--- config.mk ---
export PLATFORM = sky130hd
export DESIGN_NAME = ffa_limb_serial
export DESIGN_NICKNAME = d
export VERILOG_FILES = /design/src/rtl/ffa_limb_serial.sv
export SDC_FILE = /design/constraint.sdc
export NUM_CORES = 2
export LEC_CHECK = 0
export ABC_AREA = 1
export CORE_MARGIN = 2
export CORE_UTILIZATION = 50
export CTS_CLUSTER_SIZE = 28
export DETAILED_ROUTE_END_ITERATION = 16
export PLACE_DENSITY = 0.71
export SKIP_LAST_GASP = 1
export SLEW_MARGIN = 30
export SYNTH_ARGS = -nofsm -noshare
export SYNTH_HDL_FRONTEND = slang
export SYNTH_SLANG_ARGS = --single-unit
--- constraint.sdc ---
create_clock -name clk -period 10.55 [get_ports clk]
set_input_delay 3.165 -clock clk [delete_from_list [all_inputs] [get_ports clk]]
set_output_delay 3.165 -clock clk [all_outputs]
set_load 0.05 [all_outputs]
--- src/rtl/ffa_limb_serial.sv ---
// ffa_limb_serial: limb-serial modular adder/subtractor over GF(P).
// One LIMB-bit slice per clock, LSB first, with start/done handshake.
// Both candidate results (raw S and P-corrected D) are built in parallel,
// and the final edge selects one of them.
// Build option: define FFA_SUB_EN to enable subtract mode (mode=1 -> a-b mod P).
// Without it the subtract path is not built and mode is ignored.
module ffa_limb_serial #(
  parameter int unsigned      WIDTH = 256,
  parameter int unsigned      LIMB  = 64,
  parameter logic [WIDTH-1:0] P     = 256'hFFFFFFFF_FFFFFFFF_FFFFFFFF_FFFFFFFF_FFFFFFFF_FFFFFFFF_FFFFFFFE_FFFFFC2F
) (
  input  logic             clk,
  input  logic             rst,
  input  logic             start,
  input  logic             mode,
  input  logic [WIDTH-1:0] a,
  input  logic [WIDTH-1:0] b,
  output logic [WIDTH-1:0] out,
  output logic             done,
  output logic             busy
);

  localparam int unsigned NLIMB = WIDTH / LIMB;
  localparam int unsigned CW    = (NLIMB > 1) ? $clog2(NLIMB) : 1;
  localparam logic [CW-1:0] LAST = CW'(NLIMB - 1);

  if ((WIDTH % LIMB) != 0) begin : g_bad_cfg
    $error("ffa_limb_serial: WIDTH must be a multiple of LIMB");
  end

  typedef enum logic [1:0] {IDLE, CALC, FINAL} state_t;

  state_t           state_q;
  logic [CW-1:0]    cnt_q;
  logic [WIDTH-1:0] a_q, b_q, p_q;
  logic [WIDTH-1:0] s_q, d_q;
  logic             r1_q;   // add: carry of a+b chain; sub: borrow of a-b chain
  logic             r2_q;   // add: borrow of S-P chain; sub: carry of S+P chain
  logic [WIDTH-1:0] out_q;
  logic             done_q, busy_q;

`ifdef FFA_SUB_EN
  logic mode_q;
`else
  logic unused_mode;
  assign unused_mode = mode;
`endif

  logic [LIMB-1:0]  a_k, b_k, p_k, s_k, d_k;
  logic [LIMB:0]    t1, t2;
  logic             r1_d, r2_d;
  logic [WIDTH-1:0] s_ins, d_ins;
  logic             sel_d;

  assign a_k = a_q[LIMB-1:0];
  assign b_k = b_q[LIMB-1:0];
  assign p_k = p_q[LIMB-1:0];

  // Per-limb arithmetic for both chains, plus final D/S selection.
  always_comb begin
    t1    = {1'b0, a_k} + {1'b0, b_k} + {{LIMB{1'b0}}, r1_q};
    s_k   = t1[LIMB-1:0];
    r1_d  = t1[LIMB];
    t2    = {1'b0, s_k} - {1'b0, p_k} - {{LIMB{1'b0}}, r2_q};
    d_k   = t2[LIMB-1:0];
    r2_d  = t2[LIMB];
    sel_d = r1_q || !r2_q;
`ifdef FFA_SUB_EN
    if (mode_q) begin
      t1    = {1'b0, a_k} - {1'b0, b_k} - {{LIMB{1'b0}}, r1_q};
      s_k   = t1[LIMB-1:0];
      r1_d  = t1[LIMB];
      t2    = {1'b0, s_k} + {1'b0, p_k} + {{LIMB{1'b0}}, r2_q};
      d_k   = t2[LIMB-1:0];
      r2_d  = t2[LIMB];
      sel_d = r1_q;
    end
`endif
    s_ins = '0;
    d_ins = '0;
    s_ins[WIDTH-1 -: LIMB] = s_k;
    d_ins[WIDTH-1 -: LIMB] = d_k;
  end

  // Control FSM and limb-serial datapath with registered outputs.
  always_ff @(posedge clk or negedge rst) begin
    if (!rst) begin
      state_q <= IDLE;
      cnt_q   <= '0;
      a_q     <= '0;
      b_q     <= '0;
      p_q     <= '0;
      s_q     <= '0;
      d_q     <= '0;
      r1_q    <= 1'b0;
      r2_q    <= 1'b0;
      out_q   <= '0;
      done_q  <= 1'b0;
      busy_q  <= 1'b0;
`ifdef FFA_SUB_EN
      mode_q  <= 1'b0;
`endif
    end else begin
      case (state_q)
        IDLE: begin
          if (start) begin
            a_q     <= a;
            b_q     <= b;
            p_q     <= P;
            r1_q    <= 1'b0;
            r2_q    <= 1'b0;
            cnt_q   <= '0;
            done_q  <= 1'b0;
            busy_q  <= 1'b1;
            state_q <= CALC;
`ifdef FFA_SUB_EN
            mode_q  <= mode;
`endif
          end
        end
        CALC: begin
          a_q  <= a_q >> LIMB;
          b_q  <= b_q >> LIMB;
          p_q  <= p_q >> LIMB;
          s_q  <= (s_q >> LIMB) | s_ins;
          d_q  <= (d_q >> LIMB) | d_ins;
          r1_q <= r1_d;
          r2_q <= r2_d;
          if (cnt_q == LAST) begin
            cnt_q   <= '0;
            state_q <= FINAL;
          end else begin
            cnt_q <= cnt_q + 1'b1;
          end
        end
        FINAL: begin
          out_q   <= sel_d ? d_q : s_q;
          done_q  <= 1'b1;
          busy_q  <= 1'b0;
          state_q <= IDLE;
        end
        default: state_q <= IDLE;
      endcase
    end
  end

  assign out  = out_q;
  assign done = done_q;
  assign busy = busy_q;

endmodule

# Word-level counts from Yosys, hierarchy flattened
# Index checks and enable logic that the tools add are counted.
[totals]
ff_bits = 1544
output_inout_bits = 258
elab_cells = 51
[classes]
add_sub_neg = 5
n_eq_ne = 5
n_mux = 19
bitwise = 2
reduce_logical = 8
[op_table]
columns = ["cell", "count"]
rows = [
  ["one-hot mux 256 bit (2 select lines)", 3],
  ["2-to-1 mux 256 bit", 4],
  ["OR 192 x 256 -> 256 bit", 2],
  ["adder 64 x 64 -> 65 bit", 1],
  ["adder 65 x 1 -> 65 bit", 1],
  ["subtractor 64 x 64 -> 65 bit", 1],
  ["subtractor 65 x 1 -> 65 bit", 1],
  ["2-to-1 mux 2 bit", 4],
  ["one-hot mux 1 bit (2 select lines)", 4],
  ["one-hot mux 2 bit (2 select lines)", 2],
  ["AND reduction 2 bit", 3],
  ["== test 2 bit, second input constant", 2],
  ["!= test 2 bit, second input constant", 2],
  ["nonzero test 2 bit", 2],
  ["adder 2 x 1 -> 2 bit, second input constant", 1],
  ["== test 2 x 1 -> 1 bit, second input constant", 1],
  ["zero test 2 bit", 1],
  ["2-to-1 mux 1 bit", 2],
  ["zero test 1 bit", 1],
  ["logical OR 1 bit", 1],
]

# Depth between registers and ports, before layout
[logic_depth]
ltp_word = 5
mapped_depth = 32

# Least setup slack after synthesis
# Ideal clock, no wire load.
[synth_path]
kind = "input -> register"
start = "input port start"
end = "register b_q[46]"
setup_ns = 0.076
t_arrival_ns = 4.067
t_required_ns = 10.474
slack_ns = 6.406
stages = 7
n_path_buf = 3
cell_sequence = "nand2_1 > nor2_2 > buf_4 > buf_4 > clkbuf_1 > a21oi_1 > o21ai_1"
[synth_between]
elab_chain_len = 2
[synth_rtl]
columns = ["item", "line_no", "rtl"]
rows = [
  ["start: declaration", "14", "input logic start,"],
  ["!= test 2 bit (no line)", "-", ""],
  ["AND reduction 2 bit (no line)", "-", ""],
  ["end signal: assignment", "123", "b_q <= b_q >> LIMB;"],
  ["end: declaration", "35", "logic [WIDTH-1:0] a_q, b_q, p_q;"],
]
# No other way between the ends.
# A chain may end at the register's enable or synchronous reset.

# Final worst setup path
[layout_path]
start = "input port start"
end = "register b_q[119]"
# Same word-level chain as after synthesis.

==> reports/metrics.yaml <==
status: "finished, final reports clean"
end_kind: "flip-flop"
async_reset_ff_share_pct: 100
fillers: 11845
grt_pass1_wl_um: 337000
grt_overflow: 0
drc: 0
dpl.hpwl_um: 164000
antenna_left: 0
clk_pin_slew_ns: 0.05
cts.path.max_buffers: 3
maxCapViolCount: 0
slew_viol_final: 0
grt_antenna_before_repair: 65
gp_congestion: 0.962
ys_types: 36
grt_pass1_vias: 56030
synth_ff_type: "dfrtp_1"
worst-r2r-setup-slack_ns: 5.19
wl_um: 222000
tightest_slew_ns: 1.14
nets: 10030
finClkSkew_ns: 0.0563
start_kind: "input pin"
core_mm2: 0.130
insertion_delay_ns: 0.79
syn_inst: 8783
firstDrtPassIters: 6
synth.avg_cell_area_um2: 7.47
ys_top_cells_by_area: "dfrtp_1, nand2_1, inv_1"
area_growth_pct: 20.8
mappedNetlistArea_mm2: 0.0656
tns_ns: 0
yosys-top-cells-count: "nand2_1, dfrtp_1, inv_1"
cts-resized-gates: 0
post_cts.repair.setup_buffers: 0
seq_area_mm2: 0.0324
wl_per_cell_um: 19.8
cts_made_buffers: 138
setup_viol: 0
hold_viol_final: 0
num_rows: 132
die_area_mm2: 0.134
max_freq_mhz: 161
required_ns: 11.21
yosysTopAreaCellShare_pct: 49.3
rsz0062_at_grt: "false"
die_w_um: 366
yosysSeqAreaShare_pct: 49.3
port_buffers: 772
drive_gt1_share_pct: 3.44
worstHoldPathType: "reg -> reg"
drtIter0Drc: 5870
initial_core_util_pct: 50.5
grt_max_degree: 233
cts.sinks: 1293
cts_tree: "yes"
viasPerCell: 5.29
dp_slack_ns: 3.39
chipHeight_um: 366
num_vias: 59294
crit_fanout: 105
ys_seq_elements: 1293
ctsHoldBuffers: 0
grt_use_total_pct: 32.7
critical_path_arrival_ns: 6.87
syn_nets: 9491
max_slew_margin_pct: 23.8
period_minus_slack_ns: 6.22
synth_edf_count: 0
fin_crit_sh_pct: 58.9
critPathKind: "in -> reg"
yosysTopAreaCell: "dfrtp_1"
ios: 774
htree_levels: 4
yosysMostFrequentCell: "nand2_1"
ctsRootBufferMaster: "clkbuf_16"
multi_input_area_mm2: 0.0276
synth_warnings: 0
setup_slack_ns: 4.33
-- worst max-delay path: stages --
cell	delay (ns)
clkdlybuf4s50_1	0.57
nand2_1	0.12
nor2_4	0.26
buf_12	0.37
buf_4	0.86
buf_4	0.91
a21oi_1	0.15
o21ai_1	0.18
-- per-layer routing --
layer / global-route usage, % / part of all wire, % / up-vias
li1: - / - / 28729
met1: 43.7 / 43 / 28150
met2: 51.9 / 46 / 1985
met3: 6.11 / 6.5 / 388
met4: 14.5 / 4.5 / 42
met5: 0 / 0.12 / -
-- logic make-up (layout without fill, tap and decap cells) --
kind of cell               count (synthesis)  count (layout)  synth area share [%]
other                                      0              35                     0
and+or+nand+nor                         4218            4218                  24.8
DFF                                     1293            1293                  49.3
xor gates and xnor gates                  32              32                 0.427
buffers and inverters                   1444            2089                  8.63
adders and majority gates                192             192                  3.71
AOI/OAI and AO/OA                       1604            1604                  13.1
-- per-stage QoR --
step / cells / area (um^2) / util [%] / hold slack [ns]
after global routing: 11199 / 79200 / 61.0 / 0.490
after global placement: 10917 / 74200 / 57.2 / 0.455
after floorplan: 8783 / 65600 / - / 0.442
after detailed placement: 10919 / 74300 / 57.2 / 0.459
final: 11205 / 79200 / 61.0 / 0.473
after CTS: 11165 / 78900 / 60.8 / 0.473
-- final timing paths --
kind                       startpoint  cells past startpoint        to
min in group asynchronous         rst                      1   d_q[14]
max                             start                      8  b_q[119]
min                          b_q[210]                      2  b_q[210]
max in group asynchronous         rst                      4   b_q[30]
min reg2reg                  b_q[210]                      2  b_q[210]
max reg2reg                      r1_q                     25  d_q[224]
-- area by class of cell --
class                           count  area share, %
Tap cell                         1742           2.75
Clock buffer                      207           5.13
Timing Repair Buffer              826           10.7
Clock inverter                     39          0.785
Sequential cell                  1293           40.9
Antenna cell                       35          0.111
Multi-Input combinational cell   6046           34.9
Inverter                         1017           4.84
-- state kept, by name, indices dropped and copies added, names as in the netlist --
register	flops
out	256
d_q	256
cnt_q	2
b_q	256
a_q	256
p_q	5
state_q	2
s_q	256
r2_q	1
done	1
r1_q	1
busy	1
-- layout by cell type (no fill, tap or decap), types with 27 or more instances in the layout --
master	Yosys	final
nand2_1	3146	3146
dfrtp_1	1293	1292
inv_1	1006	1005
nor2_1	839	838
clkdlybuf4s50_1	0	771
o21ai_0	612	612
a21oi_1	499	499
a31oi_1	257	257
ha_1	188	188
o21ai_1	170	170
nand3_1	145	145
clkbuf_16	0	141
a22o_1	42	42
clkbuf_1	214	37
diode_2	0	35
clkbuf_8	0	29
xnor2_1	27	27
buf_4	3	27
Power is not shown: default switching activity piles up to over one toggle a cycle in this logic, so the estimate is an artifact.
